**src/rtl/pc_fetch_unit_pkg.sv**
```systemverilog
// pc_fetch_unit_pkg: next-PC op codes and shared constants for the fetch stage.
package pc_fetch_unit_pkg;
    typedef logic [2:0] npc_op_t;
    localparam npc_op_t NPC_PLUS4 = 3'b000;
    localparam npc_op_t NPC_BRANCH = 3'b001;
    localparam npc_op_t NPC_JUMP = 3'b010;
    localparam npc_op_t NPC_JALR = 3'b100;
    localparam logic [31:0] NOP_INSTR = 32'h0000_0013;
endpackage

```
**src/rtl/pc_fetch_unit_if.sv**
```systemverilog
// pc_fetch_unit_if: req/ack instruction-memory fetch bus.
interface pc_fetch_unit_if;
    logic req;
    logic [31:0] addr;
    logic ack;
    logic [31:0] rdata;
    modport master(output req, addr, input ack, rdata);
    modport slave(input req, addr, output ack, rdata);
endinterface

```
**src/rtl/pc_fetch_unit_npc_calc.sv**
```systemverilog
// pc_fetch_unit_npc_calc: combinational next-PC selector.
module pc_fetch_unit_npc_calc
    import pc_fetch_unit_pkg::*;
(
    input  logic [31:0] pc,
    input  logic [31:0] imm,
    input  logic [31:0] alu_c,
    input  logic        zero,
    input  npc_op_t     npc_op,
    output logic [31:0] npc
);
    logic [31:0] seq;
    logic [31:0] tgt;
    assign seq = pc + 32'd4;
    assign tgt = pc + imm;
    assign npc = (npc_op == NPC_JALR) ? (alu_c & ~32'h1) :
                 (npc_op == NPC_JUMP || (npc_op == NPC_BRANCH && zero)) ? tgt : seq;
endmodule

```
**src/rtl/pc_fetch_unit.sv**
```systemverilog
// pc_fetch_unit: PC register and req/ack instruction fetch FSM.
// MISALIGN_TRAP_EN adds a trap on misaligned next-PC instead of clearing npc[1:0].
module pc_fetch_unit
    import pc_fetch_unit_pkg::*;
#(
    parameter logic [31:0] PC_RESET = 32'h0000_0000,
    parameter logic [31:0] TRAP_VEC = 32'h0000_0100
) (
    input  logic              clk,
    input  logic              rst,
    pc_fetch_unit_if.master   imem,
    input  npc_op_t           npc_op,
    input  logic [31:0]       imm,
    input  logic [31:0]       alu_c,
    input  logic              zero,
    input  logic              stall,
    input  logic              retire,
    output logic [31:0]       instr,
    output logic              instr_valid,
    output logic [31:0]       pc,
    output logic [31:0]       pc_plus4
`ifdef MISALIGN_TRAP_EN
    ,
    output logic              trap,
    output logic [31:0]       trap_addr
`endif
);
    typedef enum logic [1:0] {
        IDLE,
        FETCH,
        EXEC
`ifdef MISALIGN_TRAP_EN
        ,
        TRAP
`endif
    } state_t;
    state_t state;
    logic [31:0] npc_raw;
    logic [31:0] npc;
    pc_fetch_unit_npc_calc u_npc_calc (
        .pc(pc),
        .imm(imm),
        .alu_c(alu_c),
        .zero(zero),
        .npc_op(npc_op),
        .npc(npc_raw)
    );
`ifdef MISALIGN_TRAP_EN
    assign npc = npc_raw;
`else
    logic unused_trap_vec;
    assign unused_trap_vec = ^TRAP_VEC;
    assign npc = {npc_raw[31:2], 2'b00};
`endif
    assign pc_plus4 = pc + 32'd4;
    assign imem.addr = pc;
    always_ff @(posedge clk or posedge rst) begin
        if (rst) begin
            state <= IDLE;
            pc <= PC_RESET;
            instr <= NOP_INSTR;
            instr_valid <= 1'b0;
            imem.req <= 1'b0;
`ifdef MISALIGN_TRAP_EN
            trap <= 1'b0;
            trap_addr <= 32'h0;
`endif
        end else begin
            case (state)
                IDLE: begin
                    state <= FETCH;
                    imem.req <= 1'b1;
                end
                FETCH: if (imem.ack) begin
                    instr <= imem.rdata;
                    instr_valid <= 1'b1;
                    imem.req <= 1'b0;
                    state <= EXEC;
                end
                EXEC: if (retire && !stall) begin
                    instr_valid <= 1'b0;
`ifdef MISALIGN_TRAP_EN
                    if (|npc[1:0]) begin
                        pc <= TRAP_VEC;
                        trap <= 1'b1;
                        trap_addr <= npc;
                        state <= TRAP;
                    end else
`endif
                    begin
                        pc <= npc;
                        imem.req <= 1'b1;
                        state <= FETCH;
                    end
                end
`ifdef MISALIGN_TRAP_EN
                TRAP: begin
                    trap <= 1'b0;
                    imem.req <= 1'b1;
                    state <= FETCH;
                end
`endif
                default: begin
                    state <= IDLE;
                    imem.req <= 1'b0;
                end
            endcase
        end
    end
endmodule

```
**src/flat_wrapper.sv**
```systemverilog
// flat-port wrapper written by rule: the top's interface ports become plain ports
module pc_fetch_unit_flat import pc_fetch_unit_pkg::*;
#(
    parameter logic [31:0] PC_RESET = 32'h0000_0000,
    parameter logic [31:0] TRAP_VEC = 32'h0000_0100
)
  (clk, rst, npc_op, imm, alu_c, zero, stall, retire, instr, instr_valid, pc, pc_plus4, imem_req, imem_addr, imem_ack, imem_rdata);
  pc_fetch_unit_if imem_i ();
  input  logic clk;
  input  logic rst;
  input  npc_op_t npc_op;
  input  logic [31:0] imm;
  input  logic [31:0] alu_c;
  input  logic zero;
  input  logic stall;
  input  logic retire;
  output logic [31:0] instr;
  output logic instr_valid;
  output logic [31:0] pc;
  output logic [31:0] pc_plus4;
  output wire logic [$bits(imem_i.req)-1:0] imem_req;
  output wire logic [$bits(imem_i.addr)-1:0] imem_addr;
  input wire logic [$bits(imem_i.ack)-1:0] imem_ack;
  input wire logic [$bits(imem_i.rdata)-1:0] imem_rdata;
  assign imem_req = imem_i.req;
  assign imem_addr = imem_i.addr;
  assign imem_i.ack = imem_ack;
  assign imem_i.rdata = imem_rdata;
  pc_fetch_unit #(.PC_RESET(PC_RESET), .TRAP_VEC(TRAP_VEC)) u_core (.clk(clk), .rst(rst), .imem(imem_i), .npc_op(npc_op), .imm(imm), .alu_c(alu_c), .zero(zero), .stall(stall), .retire(retire), .instr(instr), .instr_valid(instr_valid), .pc(pc), .pc_plus4(pc_plus4));
endmodule
```
**config.mk**
```make
export PLATFORM = sky130hd
export DESIGN_NAME = pc_fetch_unit_flat
export DESIGN_NICKNAME = d
export VERILOG_FILES = /design/src/rtl/pc_fetch_unit_pkg.sv /design/src/rtl/pc_fetch_unit_if.sv /design/src/rtl/pc_fetch_unit_npc_calc.sv /design/src/rtl/pc_fetch_unit.sv /design/src/flat_wrapper.sv
export SDC_FILE = /design/constraint.sdc
export NUM_CORES = 1
export LEC_CHECK = 0
export BUFFER_PORTS_ARGS = -buffer_cell sky130_fd_sc_hd__buf_2
export CAP_MARGIN = 20
export CORE_MARGIN = 4
export CORE_UTILIZATION = 25
export DETAILED_ROUTE_END_ITERATION = 8
export SLEW_MARGIN = 20
export SYNTH_ARGS = -nofsm -noshare
export SYNTH_HDL_FRONTEND = slang
export SYNTH_SLANG_ARGS = --single-unit
```
**constraint.sdc**
```tcl
create_clock -name clk -period 2.9 [get_ports clk]
set_input_delay 0.145 -clock clk [delete_from_list [all_inputs] [get_ports clk]]
set_output_delay 0.145 -clock clk [all_outputs]
set_load 0.02 [all_outputs]
```
**Word-level counts from Yosys, hierarchy flattened**

Cells that the tools add are included.

- Output and inout bits: 130
- Logic and storage cells: 35
- Register bits after elaboration: 66
- Input port bits: 105

- Equality and inequality tests: 7
- Multiplexer cells: 11
- Reductions and logical operators: 10
- $add $sub $neg: 2

Operators with widths:

| cell | number |
|---|---|
| $mux W32 | 2 |
| $add A32 B3 Y32 const B | 1 |
| $add A32 B32 Y32 | 1 |
| $pmux W2 S3 | 1 |
| $reduce_and A2 Y1 | 3 |
| $mux W1 | 4 |
| $mux W2 | 2 |
| $eq A3 B1 Y1 const B | 1 |
| $eq A3 B2 Y1 const B | 1 |
| $eq A3 B3 Y1 const B | 1 |
| $pmux W1 S3 | 1 |
| $reduce_and A3 Y1 | 1 |
| $eq A2 B1 Y1 const B | 1 |
| $eq A2 B2 Y1 const B | 1 |
| $logic_and A1 B1 Y1 | 2 |
| $logic_not A2 Y1 | 1 |
| $ne A2 B1 Y1 const B | 1 |
| $ne A2 B2 Y1 const B | 1 |
| $pmux W1 S2 | 1 |
| $reduce_bool A2 Y1 | 1 |
| $logic_not A1 Y1 | 1 |
| $logic_or A1 B1 Y1 | 1 |

**Logic depth before layout (Yosys ltp)**

Gate-level depths: netlist (run 1).

- Depth in word-level cells: 5
- Mapped depth: 9
- Mapped depth without buffers: 9

**Modules after synthesis**

Synthesis (run 1) repeated with hierarchy kept, for this count alone.

- Cells, all modules: 694
- Area, all modules: 6,094.6 um^2

Modules (own cells, without submodules):

| module | cells an instance | times used | sequential area each (um^2) | area an instance (um^2) |
|---|---|---|---|---|
| pc_fetch_unit | 256 | 1 | 1,630.3 | 3,249.4 |
| pc_fetch_unit_npc_calc | 438 | 1 | 0.0 | 2,845.2 |

**Least setup slack after synthesis (run 1)**

Ideal clock, no wire load.

- Path kind: register -> register
- From: register u_core.pc[2], in the netlist u_core.imem.addr[2]
- To: register u_core.pc[30], in the netlist u_core.imem.addr[30]
- Data required time: 2,771 ps
- Arrival time: 2,517 ps
- Buffers on the path: 0
- Path slack: 254 ps
- Cell stages (with the launch flop): 10
- Setup time: 129 ps
- Clock period less this slack: 2,646 ps
- Cell sequence: dfrtp_1 > ha_1 > fa_1 > a211oi_1 > o211ai_1 > a31oi_1 > a21oi_1 > a2111oi_0 > a31o_2 > a211oi_1

- Cells in the longest elaborated chain, start to end: 3
- Elaborated cells on any way between the ends: 4
- Classes of those cells: add/sub (2); mux (2)

Ends and longest elaborated chain:

| what | line | source |
|---|---|---|
| from (decl) | pc_fetch_unit.sv:20 | `output logic [31:0] pc,` |
| from (signal assigned) | pc_fetch_unit.sv:91 | `pc <= npc;` |
| $add A32 B3 Y32 / $add A32 B32 Y32 (equally long branches) | pc_fetch_unit_npc_calc.sv:14, pc_fetch_unit_npc_calc.sv:15 |  |
| $mux W32 (*) | pc_fetch_unit_npc_calc.sv:17 | `(npc_op == NPC_JUMP \|\| (npc_op == NPC_BRANCH && zero)) ? tgt : seq;` |
| $mux W32 (*) | pc_fetch_unit_npc_calc.sv:16 | `assign npc = (npc_op == NPC_JALR) ? (alu_c & ~32'h1) :` |

Mark *: on every way between the ends. The rest lies on a longest branch, timed or not.
A chain may end at the register's enable or synchronous reset.

**Worst setup path after layout (run 1)**

- From: register u_core.pc[2], in the netlist u_core.imem.addr[2]
- To: register u_core.pc[26], in the netlist u_core.imem.addr[26]

Same word-level chain as after synthesis.

==> impl_metrics.py, run 1 <==
metrics = {
    "layout": {
        "area_growth_pct": 30.6,
        "fill_cells": 2315,
        "fin_nets": 995,
        "drive_gt1_share_pct": 39.6,
        "fin_cells": 1144,
        "layout_common_cells": "224 x buf_2, 62 x dfrtp_1, 58 x nand2_1",
        "final_common_cell": "buf_2",
        "diodes": 0,
        "utilization_pct": 33.3,
    },
    "timing": {
        "setup_ws_ps": 221,
        "min_period_over_period_pct": 92.4,
        "fin_skew_ps": 10.7,
        "timing.setup.tns_ps": 0,
        "drv_slew": 0,
        "setup_violations": 0,
        "grt_setup_unrepaired": "false",
        "slew_headroom_pct": 45.1,
        "worstMarginPinSlew_ps": 820,
        "period_minus_slack_ps": 2680,
        "fmax_mhz": 373,
        "hold_viol_final": 0,
    },
    "placement": {
        "gp_congestion": 0.892,
        "io_buffer_count": 224,
        "place_inst": 1127,
        "hpwl_um": 17400,
        "pre_cts_ws_ps": 91.2,
    },
    "worst_setup_path": {
        "worstSetupPathType": "reg -> reg",
        "cp_max_fo": 3,
        "cp-end-kind": "flop",
        "cp_data_arrival_time_ps": 2910,
        "rr_worst_depth": 11,
        "worstPathCellList": "ha_1 -> fa_2 -> a211oi_2 -> buf_4 -> o211ai_1 -> a31oi_1 -> a21oi_1 -> buf_4 -> a21oi_1 -> xnor2_1 -> a221oi_1",
        "rr_startpoint": "u_core.imem.addr[2]",
        "max_stage_delay_ps": 380,
        "critPathLaunchType": "flop",
        "required_ps": 3130,
        "r2r_slack_ps": 220,
        "rr_endpoint": "u_core.imem.addr[26]",
        "crit_slowest_cell": "dfrtp_1",
    },
    "logic_synthesis": {
        "synth-seq-cells": 65,
        "synth_warnings": 0,
        "synth.avg_cell_area_sq_um": 8.64,
        "synth-compound-area-share_pct": 22.3,
        "syn-instance-count": 644,
        "synth_area_sq_um": 5560,
        "synth_edf_count": 0,
        "async_reset_ff_share_pct": 100,
        "ys.flop_type": "dfrtp_1",
        "synth_xor_area_share_pct": 8.32,
        "synth_cell_types": 70,
        "synth_top_family_by_area": "compound AO/OA/AOI/OAI gates",
        "synth_mux_area_share_pct": 7.58,
        "synthAdderAreaFrac_pct": 7.11,
        "yosysSeqAreaShare_pct": 29.3,
        "synth_simple_gate_area_share_pct": 16.8,
    },
    "grt": {
        "grt_pass1_vias": 5476,
        "grt_overflow": 0,
        "grt_max_degree": 39,
        "grt.total_usage_pct": 16.5,
        "grt_antenna_before_repair": 1,
        "grt_pass1_wl_um": 31200,
    },
    "worst_hold_path": {
        "hp-class": "in -> reg",
        "holdPathEnd": "u_core.instr[25]",
        "worst_hold_path.num_cells": 2,
        "hp-start": "imem_rdata[25]",
    },
    "power": {
        "p_sw_share_pct": 50.8,
        "p_per_area_nw_per_um2": 1160,
        "clock_power_share_pct": 12.2,
        "switching_power_uw": 4280,
        "leakage_uw": 0.00343,
        "seq_power_share_pct": 20.4,
        "p_comb_share_pct": 67.5,
        "internal_power_uw": 4140,
        "ir_drop_uv": 297,
    },
    "clock_tree": {
        "cts_sinks": 65,
        "cts_buffers": 9,
        "cts_buffer_depth": 2,
        "h-tree-depth": 3,
        "cts_tree": "done",
        "clk_latency_ps": 330,
        "cts.clk_slew.worst_paths_ps": 60,
        "cts-root-buf": "clkbuf_16",
    },
    "floorplan": {
        "coreArea_sq_um": 21800,
        "rows": 54,
        "top_level_ports": 235,
        "die_w_um": 157,
        "die_area_sq_um": 24700,
        "die_y_um": 157,
        "start_util_pct": 25.5,
    },
    "outcome": {
        "status": "completed",
    },
    "flow_run": {
        "maxCapViolCount": 0,
    },
    "routing": {
        "post_drt_wl_per_cell_um": 18.7,
        "ant_nets": 0,
        "viasPerCell": 5.02,
        "drt_iter0_markers": 315,
        "post-route-drc-count": 0,
        "vias": 5745,
        "wl_um": 21300,
        "drtPass1Iterations": 5,
    },
}
routing by layer:
metal	vias up	track usage, %	part of all wire [%]
met5	-	0	0.061
met1	2697	21.7	43
met2	229	26.8	46
met3	44	2.39	6.9
met4	2	7.29	3.6
li1	2773	-	-
synth_stat cells, types with 3 or more instances:
cell / n / area [sq um]
dfrtp_1: 62 / 1550
nand2_1: 58 / 218
a21oi_1: 52 / 260
o21ai_0: 45 / 225
nor2_1: 40 / 150
buf_4: 37 / 278
mux2_2: 33 / 372
ha_1: 30 / 375
xnor2_1: 30 / 263
clkbuf_1: 24 / 90.1
xor2_1: 21 / 184
nor3_1: 19 / 95.1
nand3_1: 16 / 80.1
inv_1: 14 / 52.6
o22ai_1: 12 / 75.1
a211oi_1: 11 / 82.6
o221ai_1: 9 / 78.8
a21o_1: 8 / 60.1
buf_2: 8 / 40.0
nand4_1: 8 / 50.1
o211ai_1: 7 / 52.6
o21a_1: 7 / 52.6
a31oi_1: 5 / 31.3
and4_1: 5 / 43.8
mux2i_1: 5 / 50.1
o31ai_1: 5 / 37.5
a221oi_1: 4 / 35.0
o21bai_1: 4 / 30.0
or4_1: 4 / 30.0
a32oi_1: 3 / 26.3
a41oi_1: 3 / 26.3
and3_1: 3 / 18.8
dfstp_2: 3 / 78.8
nand2b_1: 3 / 18.8
nand3_2: 3 / 30.0
critical path, delay by kind of cell, from the launching register on:
family	cells	cell delay, ps
AO/OA/AOI/OAI	6	1160
XOR/XNOR	1	80
adder cells (fa/ha/maj)	2	630
buffers and inverters	2	330
flip-flops	1	380
cells by family (layout without fill, tap and decap cells):
kind of cell             count (synthesis)  after routing
AO/OA/AOI/OAI                          193            193
flip-flops                              65             65
multiplexers                            38             38
XOR/XNOR                                52             52
buffers and inverters                   85            300
adder cells (fa/ha/maj)                 31             31
AND/OR/NAND/NOR                        179            179
other                                    1              6
registers in the layout (all words and copies together), names as in the netlist:
name / count
u_core.instr: 32
u_core.imem.addr: 30
u_core.state: 2
u_core.instr_valid: 1
what timing repair did:
| item | 4_1_cts | 5_1_grt |
|---|---|---|
| hold buffers | 1 | 0 |
| hold endpoints to repair | 27 | 0 |
| resized for setup | 0 | 2 |
| setup endpoints to repair | 0 | 2 |
| buffers inserted | 0 | 0 |
power by group through the flow:
stage          registers [uW]  logic [uW]  clock network (uW)
3_3_place_gp             1710        5650                   0
2_1_floorplan            2360        3240                   0
5_1_grt                  1770        6160                1090
6_report                 1710        5680                1020
4_1_cts                  1710        5690                1050
3_5_place_dp             1720        5680                   0
cell type report:
cell class | count | area, sq um | share of cell area, %
Clock buffer | 11 | 243 | 3.34
Clock inverter | 5 | 31.3 | 0.431
Inverter | 14 | 52.6 | 0.724
Multi-Input combinational cell | 499 | 3490 | 48.0
Sequential cell | 65 | 1630 | 22.4
Tap cell | 280 | 350 | 4.82
Timing Repair Buffer | 270 | 1470 | 20.2
how the worst max path moves through the flow:
stage	start	endpoint
final	u_core.imem.addr[2]	u_core.imem.addr[26]
after global routing	u_core.imem.addr[3]	pc_plus4[25]
after CTS	u_core.imem.addr[2]	u_core.imem.addr[26]
after detailed placement	u_core.imem.addr[2]	u_core.imem.addr[26]
after global placement	u_core.imem.addr[2]	u_core.imem.addr[30]
after floorplan	u_core.imem.addr[2]	u_core.imem.addr[30]
per-stage QoR:
| stage | hold WS [ps] | cell area [sq um] | power, uW |
|---|---|---|---|
| floorplan | 296 | 5580 | 5600 |
| global placement | 322 | 6970 | 7360 |
| detailed placement | 330 | 6970 | 7400 |
| CTS | 27.3 | 7260 | 8450 |
| global route | 28.0 | 7260 | 9010 |
| finish | 43.1 | 7260 | 8410 |
Note: power is estimated with default switching activity, not from simulation.
==> run 2, diff against run 1 <==
==> constraint.sdc (replaced) <==
create_clock -name clk -period 2.9 [get_ports clk]
set_input_delay 0.435 -clock clk [delete_from_list [all_inputs] [get_ports clk]]
set_output_delay 0.435 -clock clk [all_outputs]
set_load 0.02 [all_outputs]
==> run 2 against run 1 <==
Against the previous run:
- core utilization increased by 0.57 points
- highest routed layer unchanged
- sequential share of layout area shrank 0.35 points
- total power rose by 4.4%
- critical path depth fell by 5
- register-to-register slack got worse by 30 ps
- global-route usage down 0.65 points
- maximum frequency fell by 5.1%
- clock-buffer cell count is 1 lower
==> impl_metrics.py, run 2 (synthesis results as in run 1) <==
metrics = {
    "floorplan": {
        "coreArea_sq_um": 21800,
        "die_w_um": 157,
        "start_util_pct": 25.5,
        "die_area_sq_um": 24700,
        "die_y_um": 157,
        "top_level_ports": 235,
        "rows": 54,
    },
    "routing": {
        "post_drt_wl_per_cell_um": 18.2,
        "post-route-drc-count": 0,
        "wl_um": 20800,
        "drt_iter0_markers": 301,
        "vias": 5704,
        "ant_nets": 0,
        "drtPass1Iterations": 5,
        "viasPerCell": 4.99,
    },
    "clock_tree": {
        "cts_tree": "done",
        "cts-root-buf": "clkbuf_16",
        "cts_buffers": 9,
        "cts_buffer_depth": 2,
        "h-tree-depth": 3,
        "cts.clk_slew.worst_paths_ps": 70,
        "cts_sinks": 65,
        "clk_latency_ps": 340,
    },
    "worst_setup_path": {
        "cp_data_arrival_time_ps": 2390,
        "cp_max_fo": 7,
        "critPathLaunchType": "flop",
        "required_ps": 2470,
        "rr_endpoint": "u_core.imem.addr[30]",
        "cp-end-kind": "primary output",
        "rr_worst_depth": 10,
        "r2r_slack_ps": 190,
        "worstSetupPathType": "reg -> out",
        "rr_startpoint": "u_core.imem.addr[2]",
    },
    "placement": {
        "gp_congestion": 0.893,
        "hpwl_um": 17000,
        "io_buffer_count": 224,
        "place_area_sq_um": 6980,
        "pre_cts_ws_ps": 55.3,
    },
    "grt": {
        "grt_pass1_vias": 5512,
        "grt_overflow": 0,
        "grt_antenna_before_repair": 4,
        "grt_max_degree": 39,
        "grt_pass1_wl_um": 30200,
        "grt.total_usage_pct": 15.8,
    },
    "layout": {
        "seq_area_sq_um": 1630,
        "final_area_sq_um": 7390,
        "largest_register_ff_count": 32,
        "layout_common_cells": "224 x buf_2, 60 x dfrtp_1, 58 x nand2_1",
        "drive_gt1_share_pct": 40.3,
        "regMostFlops": "u_core.instr",
        "final_common_cell": "buf_2",
        "fill_cells": 2300,
        "multiInputGateArea_sq_um": 3510,
        "fin_nets": 993,
        "area_growth_pct": 32.8,
    },
    "power": {
        "ir_drop_uv": 355,
        "p_sw_share_pct": 48.8,
        "internal_power_uw": 4490,
        "seq_power_share_pct": 20.9,
        "p_per_area_nw_per_um2": 1190,
        "leakage_uw": 0.00348,
        "clock_power_share_pct": 15.7,
        "p_comb_share_pct": 63.3,
        "switching_power_uw": 4290,
    },
    "timing": {
        "setup_violations": 0,
        "drv_slew": 0,
        "fmax_mhz": 354,
        "timing.setup.tns_ps": 0,
        "fin_skew_ps": 13.8,
        "setup_ws_ps": 78.2,
        "worstMarginPinSlew_ps": 776,
        "grt_setup_unrepaired": "true",
        "holdWs_ps": 236,
        "slew_headroom_pct": 48.2,
        "hold_viol_final": 0,
        "min_period_over_period_pct": 97.3,
        "period_minus_slack_ps": 2820,
    },
    "flow_run": {
        "maxCapViolCount": 0,
    },
    "outcome": {
        "status": "completed",
    },
    "worst_hold_path": {
        "hp-class": "in -> async",
    },
}
run 2: cell count changes in the layout (fill, tap and decap cells not counted), moves of 2 or more:
cell       previous run  this run
clkinv_2              3         0
dfrtp_2               0         2
buf_4                45        43
nor3_1               19        17
dfrtp_1              62        60
bufinv_16             0         4
run 2: cell type report:
class | count | share of cell area, %
Antenna cell | 1 | 0.0339
Clock buffer | 10 | 3.23
Clock inverter | 6 | 1.86
Inverter | 14 | 0.711
Multi-Input combinational cell | 499 | 47.5
Sequential cell | 65 | 22.1
Tap cell | 280 | 4.74
Timing Repair Buffer | 268 | 19.8
run 2: what timing repair did:
item	4_1_cts	5_1_grt
hold endpoints to repair	0	0
setup endpoints to repair	3	8
hold buffers	0	0
setup buffers	0	0
pin swaps	0	1
resized for setup	2	7
run 2: layer usage:
metal	up-vias	part of all wire, %	GRT usage, %
met3	39	7.1	3.41
met5	-	0.16	0
met2	226	47	26.5
met1	2677	43	19.9
met4	6	2.8	6.23
li1	2756	-	-
run 2: per-stage QoR:
stage	total power [uW]	cells	utilization, %
2_1_floorplan	5600	649	-
3_3_place_gp	7380	1126	32.0
3_5_place_dp	7420	1126	32.0
4_1_cts	8830	1142	33.7
5_1_grt	9390	1143	33.9
6_report	8780	1143	33.9
run 2: worst max path at each step:
stage	cells after the start	to	startpoint	slack [ps]
3_3_place_gp	11	u_core.imem.addr[30]	imm[2]	30
3_5_place_dp	11	u_core.imem.addr[30]	imm[2]	60
2_1_floorplan	9	u_core.imem.addr[30]	u_core.imem.addr[2]	250
6_report	6	pc_plus4[27]	u_core.imem.addr[5]	80
5_1_grt	7	pc_plus4[24]	u_core.imem.addr[3]	-4
4_1_cts	8	pc_plus4[22]	u_core.imem.addr[3]	-3
run 2: worst max-delay path, stage by stage (launching register included):
cell and delay [ps]:
dfrtp_1 520, and4_1 330, nand3_2 180, or2_1 380, nor3_4 200, xnor2_1 210
buf_2 230
run 2: power groups by stage:
stage	logic (uW)	clock network, uW	registers (uW)
floorplan	3240	0	2360
global placement	5540	0	1830
detailed placement	5570	0	1850
CTS	5590	1410	1830
global route	6040	1460	1900
finish	5560	1380	1840
==> run 3, diff against run 2 <==
--- a/config.mk
+++ b/config.mk
@@ -9,7 +9,9 @@
 export CAP_MARGIN = 20
 export CORE_MARGIN = 4
 export CORE_UTILIZATION = 25
+export CTS_CLUSTER_DIAMETER = 40
 export DETAILED_ROUTE_END_ITERATION = 8
+export SETUP_SLACK_MARGIN = 0.15
 export SLEW_MARGIN = 20
 export SYNTH_ARGS = -nofsm -noshare
 export SYNTH_HDL_FRONTEND = slang
==> run 3 against run 2 <==
Against the previous run:
- critical path depth rose by 1
- worst hold slack better by 1.7 ps
- clock-buffer cell count unchanged
==> impl_metrics.py, run 3 (synthesis results as in run 1) <==
metrics = {
    "grt": {
        "grt_pass1_vias": 5509,
        "grt_antenna_before_repair": 4,
        "grt_max_degree": 39,
        "grt.total_usage_pct": 15.8,
        "grt_pass1_wl_um": 30200,
        "grt_overflow": 0,
    },
    "layout": {
        "final_common_cell": "buf_2",
        "regMostFlops": "u_core.instr",
        "largest_register_ff_count": 32,
        "fin_cells": 1148,
        "drive_gt1_share_pct": 42.9,
        "fin_nets": 998,
        "layout_common_cells": "223 x buf_2, 57 x nand2_1, 54 x dfrtp_1",
        "area_growth_pct": 35.2,
    },
    "outcome": {
        "status": "completed",
    },
    "timing": {
        "drv_slew": 0,
        "min_period_over_period_pct": 91.7,
        "setup_violations": 0,
        "period_minus_slack_ps": 2660,
        "grt_setup_unrepaired": "true",
        "fmax_mhz": 376,
        "hold_viol_final": 0,
        "fin_skew_ps": 14.6,
        "setup_ws_ps": 242,
        "timing.setup.tns_ps": 0,
        "worstMarginPinSlew_ps": 775,
        "slew_headroom_pct": 48.2,
    },
    "clock_tree": {
        "cts_buffers": 9,
        "cts_sinks": 65,
        "cts.clk_slew.worst_paths_ps": 70,
        "clk_latency_ps": 340,
        "cts-root-buf": "clkbuf_16",
        "cts_buffer_depth": 2,
        "hold_buffers": 0,
        "cts_tree": "done",
        "h-tree-depth": 3,
    },
    "routing": {
        "viasPerCell": 5.00,
        "post_drt_wl_per_cell_um": 18.2,
        "vias": 5739,
        "ant_nets": 0,
        "drt_iter0_markers": 327,
        "wl_um": 20900,
        "post-route-drc-count": 0,
        "drtPass1Iterations": 5,
    },
    "flow_run": {
        "maxCapViolCount": 0,
    },
    "worst_setup_path": {
        "worstSetupPathType": "reg -> out",
        "cp_data_arrival_time_ps": 2220,
        "required_ps": 2470,
        "cp-end-kind": "primary output",
        "critPathLaunchType": "flop",
        "cp_max_fo": 6,
    },
    "floorplan": {
        "coreArea_sq_um": 21800,
        "die_area_sq_um": 24700,
        "rows": 54,
        "start_util_pct": 25.5,
        "top_level_ports": 235,
        "die_y_um": 157,
        "die_w_um": 157,
    },
    "placement": {
        "place_inst": 1126,
        "io_buffer_count": 224,
        "hpwl_um": 17000,
        "gp_congestion": 0.893,
        "pre_cts_ws_ps": 55.3,
    },
    "power": {
        "p_comb_share_pct": 63.8,
        "switching_power_uw": 4330,
        "p_per_area_nw_per_um2": 1180,
        "clock_power_share_pct": 15.5,
        "ir_drop_uv": 352,
        "internal_power_uw": 4570,
        "p_sw_share_pct": 48.6,
        "seq_power_share_pct": 20.7,
        "leakage_uw": 0.00355,
    },
    "worst_hold_path": {
        "hp-class": "in -> async",
    },
}
==> run 3: timing repair <==
action                     in CTS  in global routing
gates resized for setup        12                 23
buffers inserted                1                  4
gates cloned                    0                  0
pin swaps                       1                  3
setup endpoints to repair       8                 18
==> run 3: worst max-delay path, cell delays in order (launching register included) <==
cell	delay [ps]
dfrtp_1	370
buf_4	160
and4_4	290
nand4_4	180
or2_4	320
nor3_4	200
xnor2_2	160
buf_4	180
==> run 3: power groups by stage <==
stage	Sequential, uW	Combinational, uW	Clock (uW)
after CTS	1840	5600	1410
after detailed placement	1850	5570	0
after global placement	1830	5540	0
final	1850	5680	1380
after floorplan	2360	3240	0
after global routing	1900	6150	1460
==> run 3: cell type report <==
| type | count | area (sq um) |
|---|---|---|
| multi-input combinational | 499 | 3590 |
| clock inverter | 6 | 138 |
| timing repair buffer | 273 | 1500 |
| tap | 280 | 350 |
| antenna | 1 | 2.50 |
| sequential | 65 | 1640 |
| fill | 2293 | 14300 |
| inverter | 14 | 52.6 |
| clock buffer | 10 | 239 |
==> run 3: path summary, 6_finish.rpt <==
kind	end	slack [ps]	from	depth (start not counted)
max	pc_plus4[27]	240	u_core.imem.addr[12]	7
min reg2reg	u_core.instr_valid	490	u_core.instr_valid	2
max reg2reg	u_core.imem.addr[26]	340	u_core.imem.addr[2]	11
min	u_core.imem.addr[6]	240	rst	2
max in group asynchronous	u_core.instr[0]	1940	rst	3
min in group clk	u_core.instr[27]	340	imem_rdata[27]	2
==> run 3: routing by layer <==
| layer | GRT usage, % | routed length (um) |
|---|---|---|
| met5 | 0 | 34 |
| met1 | 20.0 | 8840 |
| met2 | 26.5 | 9920 |
| met4 | 6.02 | 477 |
| met3 | 3.41 | 1630 |
==> run 3: per-stage QoR <==
stage	total power (uW)	area, sq um	hold slack, ps	utilization (%)
6_report	8900	7520	238	34.5
3_5_place_dp	7420	6980	474	32.0
4_1_cts	8850	7400	267	33.9
3_3_place_gp	7380	6980	482	32.0
5_1_grt	9520	7520	295	34.5
2_1_floorplan	5600	5580	542	-
